File: src/rtl/regfile_pkg.sv
// Shared definitions for the multi-port register file: default sizing
// constants and the encoding of the zero-initialisation state machine.
package regfile_pkg;

  localparam int DEF_XLEN  = 32;
  localparam int DEF_DEPTH = 32;

  typedef enum logic {
    ST_INIT,
    ST_RUN
  } init_state_t;

endpackage

File: src/rtl/regfile_scoreboard.sv
// Pending-write scoreboard: one busy bit per register. An issued instruction
// marks its destination busy, and a committed write clears it again. If both
// happen to the same register in one cycle, the set wins because a newer
// producer has just been issued. Register 0 is never busy.
module regfile_scoreboard
  import regfile_pkg::*;
#(
  parameter int DEPTH = DEF_DEPTH,
  parameter int AW    = $clog2(DEPTH)
) (
  input  logic             clk,
  input  logic             rst,
  input  logic             set_en,
  input  logic [AW-1:0]    set_addr,
  input  logic [DEPTH-1:0] clr_mask,
  output logic [DEPTH-1:0] busy
);

  logic [DEPTH-1:0] busy_next;

  // Clear committed destinations first, then apply the issue so set wins.
  always_comb begin
    busy_next = busy & ~clr_mask;
    if (set_en && (set_addr != '0)) begin
      busy_next[set_addr] = 1'b1;
    end
    busy_next[0] = 1'b0;
  end

  // Busy vector register, wiped asynchronously on reset.
  always_ff @(posedge clk or negedge rst) begin
    if (!rst) begin
      busy <= '0;
    end else begin
      busy <= busy_next;
    end
  end

endmodule

File: src/rtl/regfile_mp.sv
// Multi-port register file with zero-initialisation FSM and issue scoreboard.
// Entry 0 is hardwired to zero. After reset the file clears entries
// 1..DEPTH-1, one per cycle, before accepting writes. Define
// REGFILE_BYPASS_EN to forward same-cycle committed write data to the reads.
module regfile_mp
  import regfile_pkg::*;
#(
  parameter int XLEN   = DEF_XLEN,
  parameter int DEPTH  = DEF_DEPTH,
  parameter int NUM_RD = 2,
  parameter int NUM_WR = 2,
  parameter int AW     = $clog2(DEPTH)
) (
  input  logic                   clk,
  input  logic                   rst,
  input  logic [NUM_RD*AW-1:0]   rd_addr,
  output logic [NUM_RD*XLEN-1:0] rd_data,
  output logic [NUM_RD-1:0]      rd_busy,
  input  logic [NUM_WR-1:0]      wr_en,
  input  logic [NUM_WR*AW-1:0]   wr_addr,
  input  logic [NUM_WR*XLEN-1:0] wr_data,
  input  logic                   sb_set_en,
  input  logic [AW-1:0]          sb_set_addr,
  output logic                   init_done
);

  init_state_t      state, state_next;
  logic [AW-1:0]    init_cnt, init_cnt_next;
  logic             run;
  logic [XLEN-1:0]  mem [DEPTH];
  logic [NUM_WR-1:0] commit;
  logic [DEPTH-1:0] clr_mask;
  logic [DEPTH-1:0] busy;

  // Init FSM state and clear-pointer registers.
  always_ff @(posedge clk or negedge rst) begin
    if (!rst) begin
      state    <= ST_INIT;
      init_cnt <= AW'(1);
    end else begin
      state    <= state_next;
      init_cnt <= init_cnt_next;
    end
  end

  // Walk the clear pointer up to the last entry, then enter RUN for good.
  always_comb begin
    state_next    = state;
    init_cnt_next = init_cnt;
    case (state)
      ST_INIT: begin
        if (init_cnt == AW'(DEPTH - 1)) begin
          state_next = ST_RUN;
        end else begin
          init_cnt_next = init_cnt + AW'(1);
        end
      end
      ST_RUN:  state_next = ST_RUN;
      default: state_next = ST_INIT;
    endcase
  end

  assign run       = (state == ST_RUN);
  assign init_done = run;

  // A write commits only in RUN and never to entry 0; collect the clear mask.
  always_comb begin
    commit   = '0;
    clr_mask = '0;
    for (int j = 0; j < NUM_WR; j++) begin
      commit[j] = run && wr_en[j] && (wr_addr[j*AW +: AW] != '0);
      if (commit[j]) begin
        clr_mask[wr_addr[j*AW +: AW]] = 1'b1;
      end
    end
  end

  // Storage: clear one entry per cycle during INIT, otherwise apply commits
  // in ascending port order so the highest port wins on a collision.
  always_ff @(posedge clk) begin
    if (!run) begin
      mem[init_cnt] <= '0;
    end else begin
      for (int j = 0; j < NUM_WR; j++) begin
        if (commit[j]) begin
          mem[wr_addr[j*AW +: AW]] <= wr_data[j*XLEN +: XLEN];
        end
      end
    end
  end

  regfile_scoreboard #(
    .DEPTH (DEPTH),
    .AW    (AW)
  ) u_scoreboard (
    .clk      (clk),
    .rst      (rst),
    .set_en   (sb_set_en && run),
    .set_addr (sb_set_addr),
    .clr_mask (clr_mask),
    .busy     (busy)
  );

  // Independent read ports: zero for entry 0 and throughout INIT.
  always_comb begin
    rd_data = '0;
    rd_busy = '0;
    for (int i = 0; i < NUM_RD; i++) begin
      if (run && (rd_addr[i*AW +: AW] != '0)) begin
        rd_data[i*XLEN +: XLEN] = mem[rd_addr[i*AW +: AW]];
`ifdef REGFILE_BYPASS_EN
        for (int j = 0; j < NUM_WR; j++) begin
          if (commit[j] && (wr_addr[j*AW +: AW] == rd_addr[i*AW +: AW])) begin
            rd_data[i*XLEN +: XLEN] = wr_data[j*XLEN +: XLEN];
          end
        end
`else
        rd_data[i*XLEN +: XLEN] = mem[rd_addr[i*AW +: AW]];
`endif
        rd_busy[i] = busy[rd_addr[i*AW +: AW]];
      end
    end
  end

endmodule

File: config.mk
export PLATFORM = sky130hd
export DESIGN_NAME = regfile_mp
export DESIGN_NICKNAME = d
export VERILOG_FILES = /design/src/rtl/regfile_pkg.sv /design/src/rtl/regfile_scoreboard.sv /design/src/rtl/regfile_mp.sv
export SDC_FILE = /design/constraint.sdc
export NUM_CORES = 2
export LEC_CHECK = 0
export BUFFER_PORTS_ARGS = -buffer_cell sky130_fd_sc_hd__buf_2
export CORE_ASPECT_RATIO = 1.4
export CORE_MARGIN = 4
export CORE_UTILIZATION = 35
export DETAILED_ROUTE_END_ITERATION = 6
export PLACE_DENSITY_LB_ADDON = 0.25
export RECOVER_POWER = 25
export SETUP_SLACK_MARGIN = 0.02
export SLEW_MARGIN = 20
export SYNTH_ARGS = -nofsm -noshare
export SYNTH_HDL_FRONTEND = slang
export SYNTH_SLANG_ARGS = --single-unit
File: constraint.sdc
create_clock -name clk -period 12.7 [get_ports clk]
set_input_delay 3.81 -clock clk [delete_from_list [all_inputs] [get_ports clk]]
set_output_delay 3.81 -clock clk [all_outputs]
set_load 0.01 [all_outputs]
==> metrics.cfg <==
[synthesis]
ys_seq_elements = 1061
ys_warn_count = 0
synth_edf_count = 1024
yosysUniqueCellTypes = 71
synth_area_leaders = edfxtp_1 (50%), mux4_2 (14%), o21ai_0 (8.1%)
yosysTopAreaCell = edfxtp_1
synth_nets = 5329
avgSynthCellArea_um2 = 11.7
syn_inst = 5233
synth_top_area_frac = 0.504
synthFlopType = edfxtp_1
synth_commonest_cells = nand2_1 (1,074), edfxtp_1 (1,024), o21ai_0 (986), mux4_2 (393), clkbuf_1 (330)
synth_area_um2 = 61100
async_flop_share = 0.0349
seq_area_frac_synth = 0.519
synth.most_common_cell = nand2_1

[clock_network]
clockBufferDepth = 3
post_cts_buffers = 0
clock-sinks = 1061
cts_made_buffers = 115
cts-root-buf = clkbuf_16
insertion_delay_ps = 760
cts_max_level = 3
cts.hold.buffers_added = 0
cts_tree = built
clk_pin_slew_worst_paths_ps = 60
post_cts_resized = 0

[floorplanning]
die_area_um2 = 181000
die_y_um = 502
rows = 181
die_w_um = 361
core_area_um2 = 174000
initial_core_util = 0.352
io_pins = 161

[place]
hpwl_mm = 135
finalWeightedCongestion = 0.851
place_area_um2 = 63300
dp.cells = 7183
port_buffers = 160

[pwr]
power_density_nw_per_um2 = 121
p_total_mw = 8.04
peakVddDrop_mv = 0.118
power.leakage_nw = 22.7

[route]
num_vias = 46700
ant_nets = 0
wl_per_cell_um = 33.2
routed.top_layer = met5
route.met3.wl_mm = 29.1
dr.pass1.iters = 6
drc = 0
drtIter0Drc = 6899
wl_met1_mm = 93.4
routed_wl_mm = 246
wl_met2_mm = 112
routed_via_density = 6.31

[timing]
finalClockSkew_ps = 20.9
hold_violations = 0
tightest_slew_ps = 4450
max_freq_mhz = 92.4
max_slew_margin = -1.97
period_share = 0.853
finalMaxSlewViolations = 359
grt_setup_unrepaired = false
post-route-min-period_ps = 10830
setup-tns-final_ps = 0
setup_violations = 0

[worst_setup_path]
critPathMaxFanout = 54
r2r_cells = 6
crit_path_end_kind = output port
start_kind = input pin
cp.required_ps = 8890
worst_ep_arrival_time_ps = 7020
criticalPathCategory = in -> out

[finish]
nets = 5109
design_area_um2 = 66500
fillers = 16600
drive_above_1_share = 0.178
areaGrowthSynthToFinish_pct = 8.96
stdcell_count = 7402
fin_util = 0.383

[run_status]
violations = max-capacitance violations, max-slew violations
status = finished with violations

[run]
maxCapViolCount = 12

[worst_hold_path]
hold_path_class = reg -> reg
min_path_cells = 1

[global_route]
grt_util_all_layers = 0.264
grt_antenna_before_repair = 22
grt_pass1_wl_mm = 340
grt_pass1_vias = 44500
grt_start_max_net_pins = 74
overflow = 0

-- report_power, final --
part	switching [mW]	total [mW]	internal (mW)
clock	1.49	3.25	1.76
combinational	0.607	0.888	0.280
sequential	0.0176	3.90	3.88
total	2.11	8.04	5.92
-- state kept, by name (all words and copies together) (netlist names) --
signal	count
init_cnt	5
mem	1024
init_done	1
u_scoreboard.busy	31
-- worst max-delay path, stage by stage --
cell and delay, ps:
buf_8 490, buf_4 670, mux4_2 580, and3_1 190, a21oi_1 130, nand4_1 610
buf_2 380
-- final cells by class --
class | count | area [um^2] | area share
tap | 2287 | 2860 | 0.0430
antenna | 8 | 20.0 | 0.000301
timing repair buffer | 285 | 1890 | 0.0284
clock inverter | 69 | 518 | 0.00778
sequential | 1061 | 31700 | 0.476
inverter | 45 | 169 | 0.00254
clock buffer | 142 | 2980 | 0.0448
multi-input combinational | 3505 | 26400 | 0.397
-- kinds of logic (layout without fill, tap and decap cells) --
logic type / after synthesis / count (layout) / share of synthesized area
AOI/OAI and AO/OA: 1417 / 1417 / 0.132
other: 0 / 8 / 0
buffers and inverters: 667 / 541 / 0.0560
muxes: 665 / 665 / 0.190
DFF: 1061 / 1061 / 0.519
xor gates and xnor gates: 3 / 3 / 0.000430
adders and majority gates: 2 / 2 / 0.000410
and+or+nand+nor: 1418 / 1418 / 0.103
-- layer usage --
| layer | vias up | global-route usage |
|---|---|---|
| met5 | - | 0 |
| met4 | 18 | 0.116 |
| met3 | 624 | 0.0565 |
| met2 | 3199 | 0.415 |
| met1 | 23400 | 0.354 |
| li1 | 19400 | - |
-- per-stage QoR --
step | worst slack, ps | hold slack, ps
after floorplan | 3400 | 477
after global placement | 1910 | 507
after detailed placement | 1930 | 525
after CTS | 1930 | 547
after global routing | 1730 | 559
final | 1870 | 546
-- final timing paths --
kind	from	to	slack, ps
worst max-delay path	rd_addr[0]	rd_data[16]	1870
worst min-delay path	u_scoreboard.busy[5]$_DFF_PN0_	u_scoreboard.busy[5]$_DFF_PN0_	550
worst max register to register	init_done$_DFF_PN0_	mem[4][12]$_DFFE_PP_	6410
worst min register to register	u_scoreboard.busy[5]$_DFF_PN0_	u_scoreboard.busy[5]$_DFF_PN0_	550
max in group asynchronous	rst	u_scoreboard.busy[28]$_DFF_PN0_	7670
min in group asynchronous	rst	init_done$_DFF_PN0_	3730
-- cell usage in the layout (no fill, tap or decap), drive strengths merged, types with 11 or more instances in the layout --
cell type | Yosys | final
a31oi | 16 | 16
mux4 | 393 | 393
nor3 | 15 | 15
nand2 | 1102 | 1102
nor2 | 43 | 43
and3 | 56 | 56
nor2b | 11 | 11
nand4 | 68 | 68
a32o | 23 | 23
clkbuf | 339 | 158
a22oi | 247 | 247
a21oi | 59 | 59
edfxtp | 1024 | 1024
dfrtp | 36 | 36
clkinv | 0 | 58
nand3 | 70 | 70
buf | 283 | 269
a22o | 19 | 19
inv | 45 | 48
o21ai | 1022 | 1022
mux2i | 269 | 269
(Power assumes the default switching activity.)
